--- config.mk ---
export PLATFORM = sky130hd
export DESIGN_NAME = next_packet_receiver
export DESIGN_NICKNAME = d
export VERILOG_FILES = /design/src/rtl/next_link_pkg.sv /design/src/rtl/sync_ff2.sv /design/src/rtl/next_packet_receiver.sv
export SDC_FILE = /design/constraint.sdc
export NUM_CORES = 1
export LEC_CHECK = 0
export ABC_AREA = 1
export CAP_MARGIN = 15
export CORE_MARGIN = 5
export CORE_UTILIZATION = 45
export DETAILED_ROUTE_END_ITERATION = 6
export HOLD_SLACK_MARGIN = 0.03
export PLACE_DENSITY = 0.71
export RECOVER_POWER = 25
export SLEW_MARGIN = 20
export SYNTH_ARGS = -nofsm -noshare
export SYNTH_HDL_FRONTEND = slang
export SYNTH_SLANG_ARGS = --single-unit
--- constraint.sdc ---
create_clock -name clk -period 1.6 [get_ports clk]
set_input_delay 0.16 -clock clk [delete_from_list [all_inputs] [get_ports clk]]
set_output_delay 0.16 -clock clk [all_outputs]
set_load 0.02 [all_outputs]
--- src/rtl/next_link_pkg.sv ---
// next_link_pkg: constants and types shared by the NeXT serial link sender and
// receiver.
//   PKT_W_DEF     payload width of one link packet
//   MIN_GAP_DEF   default number of idle-0 bits required after a packet
//   AUDIO_REQ_PKT packet the sender emits to request audio
//   rx_state_t    receiver FSM states
package next_link_pkg;

    localparam int unsigned PKT_W_DEF   = 40;
    localparam int unsigned MIN_GAP_DEF = 3;

    localparam logic [PKT_W_DEF-1:0] AUDIO_REQ_PKT = 40'h07_0000_0000;

    typedef enum logic [1:0] {
        IDLE,
        RECV,
        GAP
    } rx_state_t;

endpackage

--- src/rtl/sync_ff2.sv ---
// sync_ff2: SYNC_STG-deep single-bit synchronizer.
// Ports:
//   clk    in   destination clock
//   rst_n  in   asynchronous active-low reset (all stages cleared to 0)
//   d      in   asynchronous input
//   q      out  synchronized output, SYNC_STG clk edges behind d
module sync_ff2 #(
    parameter int unsigned SYNC_STG = 2
) (
    input  logic clk,
    input  logic rst_n,
    input  logic d,
    output logic q
);

    logic [SYNC_STG-1:0] stg;

    always_ff @(posedge clk or negedge rst_n) begin
        if (!rst_n) begin
            stg <= '0;
        end else begin
            stg <= {stg[SYNC_STG-2:0], d};
        end
    end

    assign q = stg[SYNC_STG-1];

endmodule

--- src/rtl/next_packet_receiver.sv ---
// next_packet_receiver: deserializer for the NeXT-side serial link.
// A frame is a start bit (1), PKT_W data bits MSB first, then at least MIN_GAP
// idle zeros. Good frames land in a one-entry valid/ready holding register.
// Optional statistics counters are built when the macro RX_STATS_EN is defined;
// otherwise pkt_count and err_count are tied to 0.
// Ports:
//   clk          in   system clock, one serial bit per rising edge
//   rst_n        in   asynchronous active-low reset
//   sin          in   serial input (synchronized internally)
//   out_data     out  received payload, stable while out_valid=1
//   out_valid    out  payload available
//   out_ready    in   consumer accepts when out_valid & out_ready
//   frame_error  out  one-cycle pulse: 1 seen during the gap, frame discarded
//   overrun      out  one-cycle pulse: commit lost because holding was full
//   busy         out  FSM in RECV or GAP
//   pkt_count    out  good frames committed (saturating, RX_STATS_EN)
//   err_count    out  frame_error + overrun events (saturating, RX_STATS_EN)
module next_packet_receiver
    import next_link_pkg::*;
#(
    parameter int unsigned PKT_W    = PKT_W_DEF,
    parameter int unsigned MIN_GAP  = MIN_GAP_DEF,
    parameter int unsigned SYNC_STG = 2
) (
    input  logic             clk,
    input  logic             rst_n,
    input  logic             sin,
    output logic [PKT_W-1:0] out_data,
    output logic             out_valid,
    input  logic             out_ready,
    output logic             frame_error,
    output logic             overrun,
    output logic             busy,
    output logic [15:0]      pkt_count,
    output logic [15:0]      err_count
);

    localparam int unsigned BC_W = $clog2(PKT_W + 1);
    localparam int unsigned GC_W = $clog2(MIN_GAP + 1);

    logic             sin_s;
    rx_state_t        state, state_nx;
    logic [PKT_W-1:0] shreg, shreg_nx;
    logic [BC_W-1:0]  bit_cnt, bit_cnt_nx;
    logic [GC_W-1:0]  gap_cnt, gap_cnt_nx;
    logic             discard, discard_nx;
    logic             commit;
    logic             fe_nx;
    logic             ov_nx;
    logic             load;

    sync_ff2 #(.SYNC_STG(SYNC_STG)) u_sync (
        .clk   (clk),
        .rst_n (rst_n),
        .d     (sin),
        .q     (sin_s)
    );

    always_ff @(posedge clk or negedge rst_n) begin
        if (!rst_n) begin
            state   <= IDLE;
            shreg   <= '0;
            bit_cnt <= '0;
            gap_cnt <= '0;
            discard <= 1'b0;
        end else begin
            state   <= state_nx;
            shreg   <= shreg_nx;
            bit_cnt <= bit_cnt_nx;
            gap_cnt <= gap_cnt_nx;
            discard <= discard_nx;
        end
    end

    always_comb begin
        state_nx   = state;
        shreg_nx   = shreg;
        bit_cnt_nx = bit_cnt;
        gap_cnt_nx = gap_cnt;
        discard_nx = discard;
        commit     = 1'b0;
        fe_nx      = 1'b0;
        case (state)
            IDLE: begin
                if (sin_s) begin
                    state_nx   = RECV;
                    bit_cnt_nx = '0;
                end
            end
            RECV: begin
                shreg_nx   = {shreg[PKT_W-2:0], sin_s};
                bit_cnt_nx = bit_cnt + 1'b1;
                if (bit_cnt == BC_W'(PKT_W - 1)) begin
                    state_nx   = GAP;
                    gap_cnt_nx = '0;
                    discard_nx = 1'b0;
                end
            end
            GAP: begin
                if (sin_s) begin
                    // Only the first violation of a frame pulses, so a long
                    // run of ones never stretches frame_error.
                    fe_nx      = ~discard;
                    discard_nx = 1'b1;
                    gap_cnt_nx = '0;
                end else if (gap_cnt == GC_W'(MIN_GAP - 1)) begin
                    // This zero is the MIN_GAP-th in a row.
                    state_nx   = IDLE;
                    gap_cnt_nx = '0;
                    commit     = ~discard;
                end else begin
                    gap_cnt_nx = gap_cnt + 1'b1;
                end
            end
            default: state_nx = IDLE;
        endcase
    end

    assign ov_nx = commit & out_valid & ~out_ready;
    assign load  = commit & ~ov_nx;
    assign busy  = (state != IDLE);

    always_ff @(posedge clk or negedge rst_n) begin
        if (!rst_n) begin
            out_data    <= '0;
            out_valid   <= 1'b0;
            frame_error <= 1'b0;
            overrun     <= 1'b0;
        end else begin
            frame_error <= fe_nx;
            overrun     <= ov_nx;
            if (load) begin
                out_data  <= shreg;
                out_valid <= 1'b1;
            end else if (out_valid && out_ready) begin
                out_valid <= 1'b0;
            end
        end
    end

`ifdef RX_STATS_EN
    logic [15:0] pkt_cnt_q, err_cnt_q;

    always_ff @(posedge clk or negedge rst_n) begin
        if (!rst_n) begin
            pkt_cnt_q <= '0;
            err_cnt_q <= '0;
        end else begin
            if (load && pkt_cnt_q != '1) begin
                pkt_cnt_q <= pkt_cnt_q + 1'b1;
            end
            if ((fe_nx || ov_nx) && err_cnt_q != '1) begin
                err_cnt_q <= err_cnt_q + 1'b1;
            end
        end
    end

    assign pkt_count = pkt_cnt_q;
    assign err_count = err_cnt_q;
`else
    assign pkt_count = '0;
    assign err_count = '0;
`endif

endmodule

==> results.toml <==
[clock_tree]
root_buffer = "clkbuf_8"
numCtsBuffers = 9
insertion_delay_ps = 360
htreeDepth = 3
cts_tree = "yes"
post-cts-setup-buffers = 0
cts.clk_slew.worst_paths_ps = 80
clock_sinks = 96
cts_buffer_depth = 2

[layout]
final_area_mm2 = 0.00474
final_common_cell = "nand2_1"
areaGrowthSynthToFinish_pct = 17.8
layout_common_cells = "nand2_1, dfrtp_1, nand3_1"
drive_gt1_share_pct = 5.66
antenna_cells = 0
finalNetCount = 513

[routing]
routed_wirelength_um = 7530
drtAntennaViolNets = 0
via_per_inst = 4.77
vias = 2956
post_drt_wl_per_cell_um = 12.2
first_pass_iters = 4
drc = 0
first_iter_violations = 145

[global_route]
grt_usage_pct = 14.4
use_met1_pct = 19.2
grt_first_pass_wirelength_um = 13200
grtUsageMet3_pct = 5.30
overflow = 0
top_usage_layer = "met2"
grt_max_degree = 49
grt_use_met2_pct = 22.4
antenna_found_initial = 0
grt_pass1_vias = 2815

[place]
port_buffers = 47
place_area_mm2 = 0.00451
gp_congestion = 0.756
dp_hpwl_um = 5110

[pwr]
power_mw = 6.32
vdd_drop_max_mv = 0.481
power_density_mw_per_mm2 = 1330
power.leakage_nw = 2.58

[sta]
fmax_mhz = 656
finalCritPeriodShare_pct = 95.3
min_period_ps = 1530
slew_headroom_pct = 60.2
hold_viol = 0
finalMaxSlewViolations = 0
grt_setup_unrepaired = "false"
fin_tns_setup_ps = 0
setup_viol = 0
clock_skew_ps = 7.82
whs_ps = 341
worst_slew_pin_slew_ps = 598

[synth]
yosys_warnings = 0
seq_area_frac_synth_pct = 59.7
synth_cells = 461
avgSynthCellArea_um2 = 8.72
yosysUniqueCellTypes = 18
synth-seq-cells = 96
syn-cell-area_mm2 = 0.00402

[critical_path]
crit_arrival_ps = 1370
crit_type = "reg -> out"
cp_top_family = "buffers and inverters"
cp_max_fo = 2
slowest_stage = "clkdlybuf4s50_1"
critPathBufInv = 1
critPathCaptureType = "output pin"
critical_path_required_ps = 1440
crit_chain = "clkdlybuf4s50_1"
startpoint_type = "register"
worst_path_largest_cell_delay_ps = 620

[die]
core_mm2 = 0.00872
io_pins = 80
die_area_mm2 = 0.0109
die_h_um = 105
num_rows = 34
die_width_um = 105
initial_core_util_pct = 46.1

[worst_hold_path]
min_path_type = "in -> async"

[job]
cap_violations = 0

[run_status]
status = "complete, no violations"
## registers in the layout (all words and copies together) (netlist names)
| signal | cells |
|---|---|
| discard | 1 |
| frame_error | 1 |
| gap_cnt | 2 |
| shreg | 40 |
| u_sync.stg | 2 |
| state | 2 |
| overrun | 1 |
| out_valid | 1 |
| bit_cnt | 6 |
| out_data | 40 |
## Yosys cell counts (all sizes together)
library cell  number  share of area (%)
buf               44                7.6
clkbuf             9               0.84
conb               1              0.093
dfrtp             96                 60
ha                 1               0.31
inv               12                1.1
nand2            222                 21
nand3             53                6.7
nand3b             1               0.19
nand4              2               0.31
nor2              10                1.1
nor3               2               0.25
o21ai              7               0.87
o21bai             1               0.19
## power breakdown
| part | internal [mW] | switching [mW] |
|---|---|---|
| sequential | 2.93 | 0.408 |
| clock | 1.07 | 0.765 |
| combinational | 0.395 | 0.750 |
| total | 4.40 | 1.92 |
## cells by family after synthesis
logic type / synth area share [%]
AO/OA/AOI/OAI: 1.06
adder cells (fa/ha/maj): 0.311
buffers and inverters: 9.55
flip-flops: 59.7
other: 0.0933
AND/OR/NAND/NOR: 29.2
## cell type report
cell class | count | area (µm²)
fill | 772 | 3980
clock buffer | 12 | 145
tap | 108 | 135
sequential | 96 | 2400
multi-input combinational | 331 | 1360
clock inverter | 3 | 90.1
timing repair buffer | 58 | 562
inverter | 12 | 47.5
## per-stage QoR
stage	utilization, %	cells	worst slack [ps]
CTS	54.5	620	64.7
global route	54.3	620	18.6
global placement	51.7	604	204
finish	54.3	620	74.9
detailed placement	51.7	604	147
floorplan	-	492	455
## path summary, 6_finish.rpt
path / from / endpoint / slack [ps] / depth (start not counted)
min reg2reg: u_sync.stg[0] / u_sync.stg[1] / 350 / 0
min in group clk: u_sync.stg[0] / u_sync.stg[1] / 350 / 0
max: out_data[29] / out_data[29] / 70 / 1
max in group asynchronous: rst_n / out_data[27] / 300 / 3
min: rst_n / out_data[4] / 340 / 2
max reg2reg: state[1] / gap_cnt[0] / 280 / 5
## timing repair
action	in CTS	in global routing
hold buffers	1	0
resized for setup	1	3
pin swaps	0	0
hold endpoints to repair	28	0
setup endpoints to repair	1	3
## routing by layer
metal  wire length, µm  part of all wire (%)
met1              3460                    46
met2              3560                    47
met5                 0                     0
met4                70                  0.93
met3               452                   6.0
No activity file was read; power rests on OpenSTA's default activity.
